File: src/rtl/alu_pkg.sv
// Shared types for the ALU datapath and its sequencing controller.
// Instruction layout, opcode encoding, register index and controller state.
package alu_pkg;

  localparam int ALU_DATA_WIDTH  = 16;
  localparam int ALU_OP_WIDTH    = 4;
  localparam int ALU_INSTR_WIDTH = ALU_OP_WIDTH + 7 + ALU_DATA_WIDTH / 2;

  typedef logic [ALU_DATA_WIDTH-1:0] alu_data_t;
  typedef logic [1:0]                alu_reg_idx_t;

  typedef enum logic [ALU_OP_WIDTH-1:0] {
    ADD = 4'd0,
    SUB = 4'd1,
    AND = 4'd2,
    OR  = 4'd3,
    XOR = 4'd4,
    LUI = 4'd5,
    LLI = 4'd6,
    SLL = 4'd7,
    SRL = 4'd8,
    SLA = 4'd9,
    SRA = 4'd10
  } alu_op_t;

  typedef struct packed {
    alu_op_t                       op;
    alu_reg_idx_t                  rd;
    alu_reg_idx_t                  ra;
    alu_reg_idx_t                  rb;
    logic                          imm_sel;
    logic [ALU_DATA_WIDTH/2-1:0]   imm;
  } alu_instr_t;

  typedef enum logic [1:0] {
    IDLE = 2'd0,
    EXEC = 2'd1,
    RESP = 2'd2
  } ctrl_state_t;

  // Codes above SRA (11..15) are reserved and must not write the register file.
  function automatic logic op_legal(input alu_op_t op);
    return (op <= SRA);
  endfunction

endpackage

File: src/rtl/alu.sv
// Combinational ALU: arithmetic/logic ops, half-word loads and shifts by the full b value.
// Shifting by DATA_WIDTH or more gives 0, or sign fill for SRA.
module alu
  import alu_pkg::*;
#(
  parameter int DATA_WIDTH = ALU_DATA_WIDTH
) (
  input  alu_op_t               op,
  input  logic [DATA_WIDTH-1:0] a,
  input  logic [DATA_WIDTH-1:0] b,
  output logic [DATA_WIDTH-1:0] result,
  output logic                  zero
);

  localparam int HALF = DATA_WIDTH / 2;

  // Operation select; unknown opcodes produce zero.
  always_comb begin
    result = '0;
    case (op)
      ADD:     result = a + b;
      SUB:     result = a - b;
      AND:     result = a & b;
      OR:      result = a | b;
      XOR:     result = a ^ b;
      LUI:     result = {b[HALF-1:0], {HALF{1'b0}}};
      LLI:     result = {{HALF{1'b0}}, b[HALF-1:0]};
      SLL:     result = a << b;
      SRL:     result = a >> b;
      SLA:     result = a <<< b;
      SRA:     result = $unsigned($signed(a) >>> b);
      default: result = '0;
    endcase
  end

  assign zero = (result == '0);

endmodule

File: src/rtl/alu_regfile.sv
// Four-entry register file: two combinational read ports, one write port,
// synchronous active-low clear that wins over a write in the same cycle.
module alu_regfile
  import alu_pkg::*;
#(
  parameter int DATA_WIDTH = ALU_DATA_WIDTH
) (
  input  logic                  clk,
  input  logic                  clr_n,
  input  logic                  we,
  input  alu_reg_idx_t          waddr,
  input  logic [DATA_WIDTH-1:0] wdata,
  input  alu_reg_idx_t          raddr_a,
  output logic [DATA_WIDTH-1:0] rdata_a,
  input  alu_reg_idx_t          raddr_b,
  output logic [DATA_WIDTH-1:0] rdata_b
);

  logic [DATA_WIDTH-1:0] mem [4];

  // Register storage with clear priority.
  always_ff @(posedge clk) begin
    if (!clr_n) begin
      for (int i = 0; i < 4; i++) begin
        mem[i] <= '0;
      end
    end else if (we) begin
      mem[waddr] <= wdata;
    end else begin
      mem[waddr] <= mem[waddr];
    end
  end

  assign rdata_a = mem[raddr_a];
  assign rdata_b = mem[raddr_b];

endmodule

File: src/rtl/alu_seq_ctrl.sv
// Sequencing controller: accepts an instruction, executes it on the ALU against
// the register file, writes back and returns the result over a valid/ready stream.
module alu_seq_ctrl
  import alu_pkg::*;
#(
  parameter int DATA_WIDTH  = ALU_DATA_WIDTH,
  parameter int OP_WIDTH    = ALU_OP_WIDTH,
  parameter int INSTR_WIDTH = OP_WIDTH + 7 + DATA_WIDTH / 2
) (
  input  logic                   clk,
  input  logic                   rst_n,
  input  logic [INSTR_WIDTH-1:0] instr,
  input  logic                   instr_valid,
  output logic                   instr_ready,
  output logic [DATA_WIDTH-1:0]  res_data,
  output logic                   res_zero,
  output logic                   res_err,
  output logic                   res_valid,
  input  logic                   res_ready
);

  ctrl_state_t           state;
  alu_instr_t            cur;
  logic [DATA_WIDTH-1:0] ra_data;
  logic [DATA_WIDTH-1:0] rb_data;
  logic [DATA_WIDTH-1:0] op_b;
  logic [DATA_WIDTH-1:0] alu_res;
  logic                  alu_zero;
  logic                  legal;
  logic                  wr_en;

  assign legal = op_legal(cur.op);
  assign op_b  = cur.imm_sel ? {{(DATA_WIDTH/2){1'b0}}, cur.imm} : rb_data;
  // Reset clears the register file in the same edge, so an EXEC-cycle reset commits nothing.
  assign wr_en = (state == EXEC) && legal;

  alu_regfile #(.DATA_WIDTH(DATA_WIDTH)) u_regfile (
    .clk     (clk),
    .clr_n   (rst_n),
    .we      (wr_en),
    .waddr   (cur.rd),
    .wdata   (alu_res),
    .raddr_a (cur.ra),
    .rdata_a (ra_data),
    .raddr_b (cur.rb),
    .rdata_b (rb_data)
  );

  alu #(.DATA_WIDTH(DATA_WIDTH)) u_alu (
    .op     (cur.op),
    .a      (ra_data),
    .b      (op_b),
    .result (alu_res),
    .zero   (alu_zero)
  );

  // Controller FSM with registered handshake and response outputs.
  always_ff @(posedge clk) begin
    if (!rst_n) begin
      state       <= IDLE;
      cur         <= '0;
      instr_ready <= 1'b1;
      res_valid   <= 1'b0;
      res_data    <= '0;
      res_zero    <= 1'b0;
      res_err     <= 1'b0;
    end else begin
      case (state)
        IDLE: begin
          if (instr_valid) begin
            cur         <= alu_instr_t'(instr);
            instr_ready <= 1'b0;
            state       <= EXEC;
          end
        end
        EXEC: begin
          if (legal) begin
            res_data <= alu_res;
            res_zero <= alu_zero;
            res_err  <= 1'b0;
          end else begin
            res_data <= '0;
            res_zero <= 1'b1;
            res_err  <= 1'b1;
          end
          res_valid <= 1'b1;
          state     <= RESP;
        end
        RESP: begin
          if (res_ready) begin
            res_valid   <= 1'b0;
            instr_ready <= 1'b1;
            state       <= IDLE;
          end
        end
        default: begin
          res_valid   <= 1'b0;
          instr_ready <= 1'b1;
          state       <= IDLE;
        end
      endcase
    end
  end

endmodule

File: config.mk
export PLATFORM = sky130hd
export DESIGN_NAME = alu_seq_ctrl
export DESIGN_NICKNAME = d
export VERILOG_FILES = /design/src/rtl/alu_pkg.sv /design/src/rtl/alu.sv /design/src/rtl/alu_regfile.sv /design/src/rtl/alu_seq_ctrl.sv
export SDC_FILE = /design/constraint.sdc
export NUM_CORES = 1
export LEC_CHECK = 0
export ABC_CLOCK_PERIOD_IN_PS = 7600
export CAP_MARGIN = 20
export CORE_MARGIN = 4
export CORE_UTILIZATION = 45
export DETAILED_ROUTE_END_ITERATION = 7
export PLACE_DENSITY_LB_ADDON = 0.3
export REMOVE_ABC_BUFFERS = 1
export SYNTH_ARGS = -nofsm -noshare
export SYNTH_HDL_FRONTEND = slang
export SYNTH_SLANG_ARGS = --single-unit
File: constraint.sdc
create_clock -name clk -period 7.6 [get_ports clk]
set_clock_uncertainty 0.2 [all_clocks]
set_input_delay 2.28 -clock clk [delete_from_list [all_inputs] [get_ports clk]]
set_output_delay 2.28 -clock clk [all_outputs]
set_load 0.05 [all_outputs]
==> qor.txt <==
Number of placed instances, taps included - 1323
Initial DRT Pass Iterations - 5
Total number of yosys warnings - 0
Max Freq - 0.1516 GHz
Master of the slowest instance on the critical path - sky130_fd_sc_hd__nor2b_1
Worst reg2reg path endpoint - res_zero
Delay of the slowest cell on the worst path - 910 ps
Library cells used by synthesis - 98
Final hold violations - 0
Sinks on the clock net - 109
Lkg Pwr - 3.789 nW
FFs w/ async S/R, synth - 0%
Post-detailed-route count of antenna-violating nets - 0
Detailed-route wire length - 35.21 mm
Area growth from synthesis to final layout - 9.248%
Endpoint type of the worst setup path - register
Max-slew violation count - 0
Final cell count without fillers - 1341
Area leader, netlist - sky130_fd_sc_hd__edfxtp_1
Worst-Margin Slew - 1107 ps
TritonCTS clock tree - done
Top-area cell type share of the netlist area - 20.89%
Number of CTS-inserted buffers - 9
Type of the most critical hold path - register to register
Final Cycle Share - 86.79%
Number of enable-type register cells in the synthesized netlist - 64
Worst reg2reg setup slack - 1000 ps
Number of buffers inserted by hold repair at cts - 0
Number of I/O pins - 43
Final Util - 49.83%
Pin count of the biggest net entering global routing - 48
Chip Height - 151.0 um
Crit path buf inv count - 2
Setup violation total in the final timing report - 0
Result of the run - completed
Crit path launch type - register
Number of vias in the routed layout - 8895
Std cell rows - 52
Biggest area contributors in the synthesized netlist - sky130_fd_sc_hd__edfxtp_1 (21%), sky130_fd_sc_hd__dfxtp_1 (9.8%), sky130_fd_sc_hd__ha_1 (6.4%), sky130_fd_sc_hd__nand2_1 (5.5%), sky130_fd_sc_hd__mux4_2 (5.1%)
Total power divided by cell area - 230.7 mW/mm2
CTS clock-pin slew for the worst setup and hold paths - 80 ps
Fill cells - 1965
Start-to-end type of the worst setup path - register to register
Number of gates resized after cts - 0
Commonest non-fill, non-tap cell in the layout - sky130_fd_sc_hd__nand2_1
Vias in the first global route - 8275
Setup repair after global routing missed its margin - no
Area of the die - 0.02280 mm2
Setup tns final - 0 ps
Final critical-path required period - 6596 ps
Worst setup endpoint - res_zero
Family with the most delay on the worst path - compound AO/OA/AOI/OAI gates
Wire length of the first global-routing pass - 52.72 mm
CTS root buf - sky130_fd_sc_hd__clkbuf_16
Total standard cell area after synthesis - 0.009200 mm2
Critical Path Stages - 19
PortBufs - 42
Multi-input gate area in the final layout - 0.005824 mm2
HPWL after detailed placement - 26.80 mm
Buffers from clock root to sink, at most - 2
Register area share after synthesis - 30.68%
Number of synthesized register bits - 109
R2R depth - 19
Total global routing track utilization - 31.08%
Horiz. Die Dim - 151.0 um
Fraction of final layout cells sized beyond drive strength 1 - 11.58%
Clock latency at the later pin of the worst-skew pair - 350 ps
Starting DRT DRC Count - 1190
Number of antenna violations at the first check in global routing - 0
Initial cell density of the core - 45.61%
Highest fanout seen on the critical path - 35
Average wire per cell in the routed design - 26.25 um
Post CTS Setup Buffer Count - 0
Number of maximum-capacitance constraint violations - 0
Most frequent cells in the layout - sky130_fd_sc_hd__nand2_1 (136), sky130_fd_sc_hd__nor2_1 (125), sky130_fd_sc_hd__edfxtp_1 (64), sky130_fd_sc_hd__o21ai_0 (56), sky130_fd_sc_hd__ha_1 (47)
Synth Area per Inst - 8.704 um2
Vias per inst - 6.633
Relative slew margins - 26.06%
Placer congestion estimate - 1.059
Primary FF master, synth - sky130_fd_sc_hd__edfxtp_1
Number of remaining DRC errors - 0
Data arrival at the endpoint of the critical path - 6690 ps
Number of nets in the final layout - 1137
Overall overflow remaining after global route - 0
N_diodes - 0
Worst EP required - 7690 ps
Worst-case vdd ir drop - 0.2018 mV
Mapped Cells - 1057
H-tree levels - 3
Cell breakdown of the critical path - nor2b_1 -> a22oi_4 -> nand2_4 -> inv_4 -> buf_4 -> nor4_1 -> nor2_1 -> xnor2_1 -> ha_1 -> o21ai_0 -> a21oi_1 -> o2111ai_1 -> o21ai_0 -> xnor2_1 -> nor2_1 -> a311oi_2 -> o2111a_1 -> and4b_1 -> a41o_1
Core footprint - 0.02017 mm2
Area used by sequential logic in the layout - 0.002823 mm2
==> worst min-delay path by stage <==
stage / startpoint / end / slack [ps] / cells past startpoint
2_1_floorplan: cur[3] / cur[3] / 240 / 2
3_3_place_gp: cur[3] / cur[3] / 250 / 2
3_5_place_dp: cur[3] / cur[3] / 260 / 2
4_1_cts: cur[3] / cur[3] / 270 / 2
5_1_grt: cur[3] / cur[3] / 290 / 2
6_report: cur[3] / cur[3] / 270 / 2
==> cell families (layout without fill, tap and decap cells) <==
logic type / Yosys count / after routing / share of synthesized area [%]
DFF: 109 / 109 / 30.68
buffers and inverters: 107 / 121 / 6.106
muxes: 51 / 51 / 8.785
xor gates and xnor gates: 26 / 26 / 2.475
AOI/OAI and AO/OA: 299 / 299 / 23.92
and+or+nand+nor: 417 / 417 / 21.42
adders and majority gates: 48 / 48 / 6.610
==> final cells by class <==
cell class	instances	area share (%)
flip-flops and latches	109	28.08
multi-input cells	841	57.95
well taps	270	3.361
inverters	35	1.357
clock inverters	6	0.6224
clock buffers	10	2.378
repair buffers	70	6.249
==> through the flow <==
| step | area, um2 | worst slack [ps] | power (mW) | hold slack (ps) |
|---|---|---|---|---|
| global route | 10050 | 605.3 | 2.425 | 293.2 |
| CTS | 10040 | 1138 | 2.288 | 269.9 |
| floorplan | 8775 | 1869 | 1.410 | 238.3 |
| finish | 10050 | 1004 | 2.319 | 266.9 |
| global placement | 9737 | 1285 | 1.827 | 249.9 |
| detailed placement | 9737 | 1197 | 1.818 | 256.9 |
==> cell usage after synthesis, types with 11 or more instances <==
master	count
sky130_fd_sc_hd__nor3_1	13
sky130_fd_sc_hd__mux4_2	21
sky130_fd_sc_hd__edfxtp_1	64
sky130_fd_sc_hd__nor2_1	125
sky130_fd_sc_hd__a21oi_1	46
sky130_fd_sc_hd__ha_1	47
sky130_fd_sc_hd__dfxtp_1	45
sky130_fd_sc_hd__o211a_1	13
sky130_fd_sc_hd__clkbuf_1	33
sky130_fd_sc_hd__nand3_1	42
sky130_fd_sc_hd__a31oi_1	16
sky130_fd_sc_hd__o211ai_1	17
sky130_fd_sc_hd__a21boi_0	22
sky130_fd_sc_hd__mux2i_1	17
sky130_fd_sc_hd__buf_2	18
sky130_fd_sc_hd__xnor2_1	20
sky130_fd_sc_hd__o21ai_0	56
sky130_fd_sc_hd__nand2b_1	15
sky130_fd_sc_hd__inv_1	29
sky130_fd_sc_hd__a221oi_1	11
sky130_fd_sc_hd__nand2_1	136
sky130_fd_sc_hd__nor2b_1	16
==> tightest hold or removal path, delay by kind of cell, from the launching register on <==
kind            cells  cell delay, ps
simple gates        1              50
compound gates      1              60
flops               1             310
==> power by group <==
group / switching [mW] / leakage (nW) / internal (mW)
Clock: 0.229 / 0.149 / 0.241
Sequential: 0.0291 / 1.03 / 0.664
Combinational: 0.776 / 2.61 / 0.380
==> routing by layer <==
layer | routed length, um | part of all wire [%] | global-route usage, %
met1 | 14080 | 40 | 41.52
met2 | 15400 | 44 | 47.47
met3 | 3173 | 9.0 | 5.296
met4 | 2554 | 7.3 | 18.09
met5 | 0 | 0 | 0
==> flip-flops by register name, indices dropped and copies added (netlist names), named ones only <==
| signal | cells |
|---|---|
| instr_ready | 1 |
| res_valid | 1 |
| res_zero | 1 |
| cur | 19 |
| state | 2 |
| u_regfile.mem | 64 |
| res_data | 16 |
| res_err | 1 |
No activity file was read; power rests on OpenSTA's default activity.
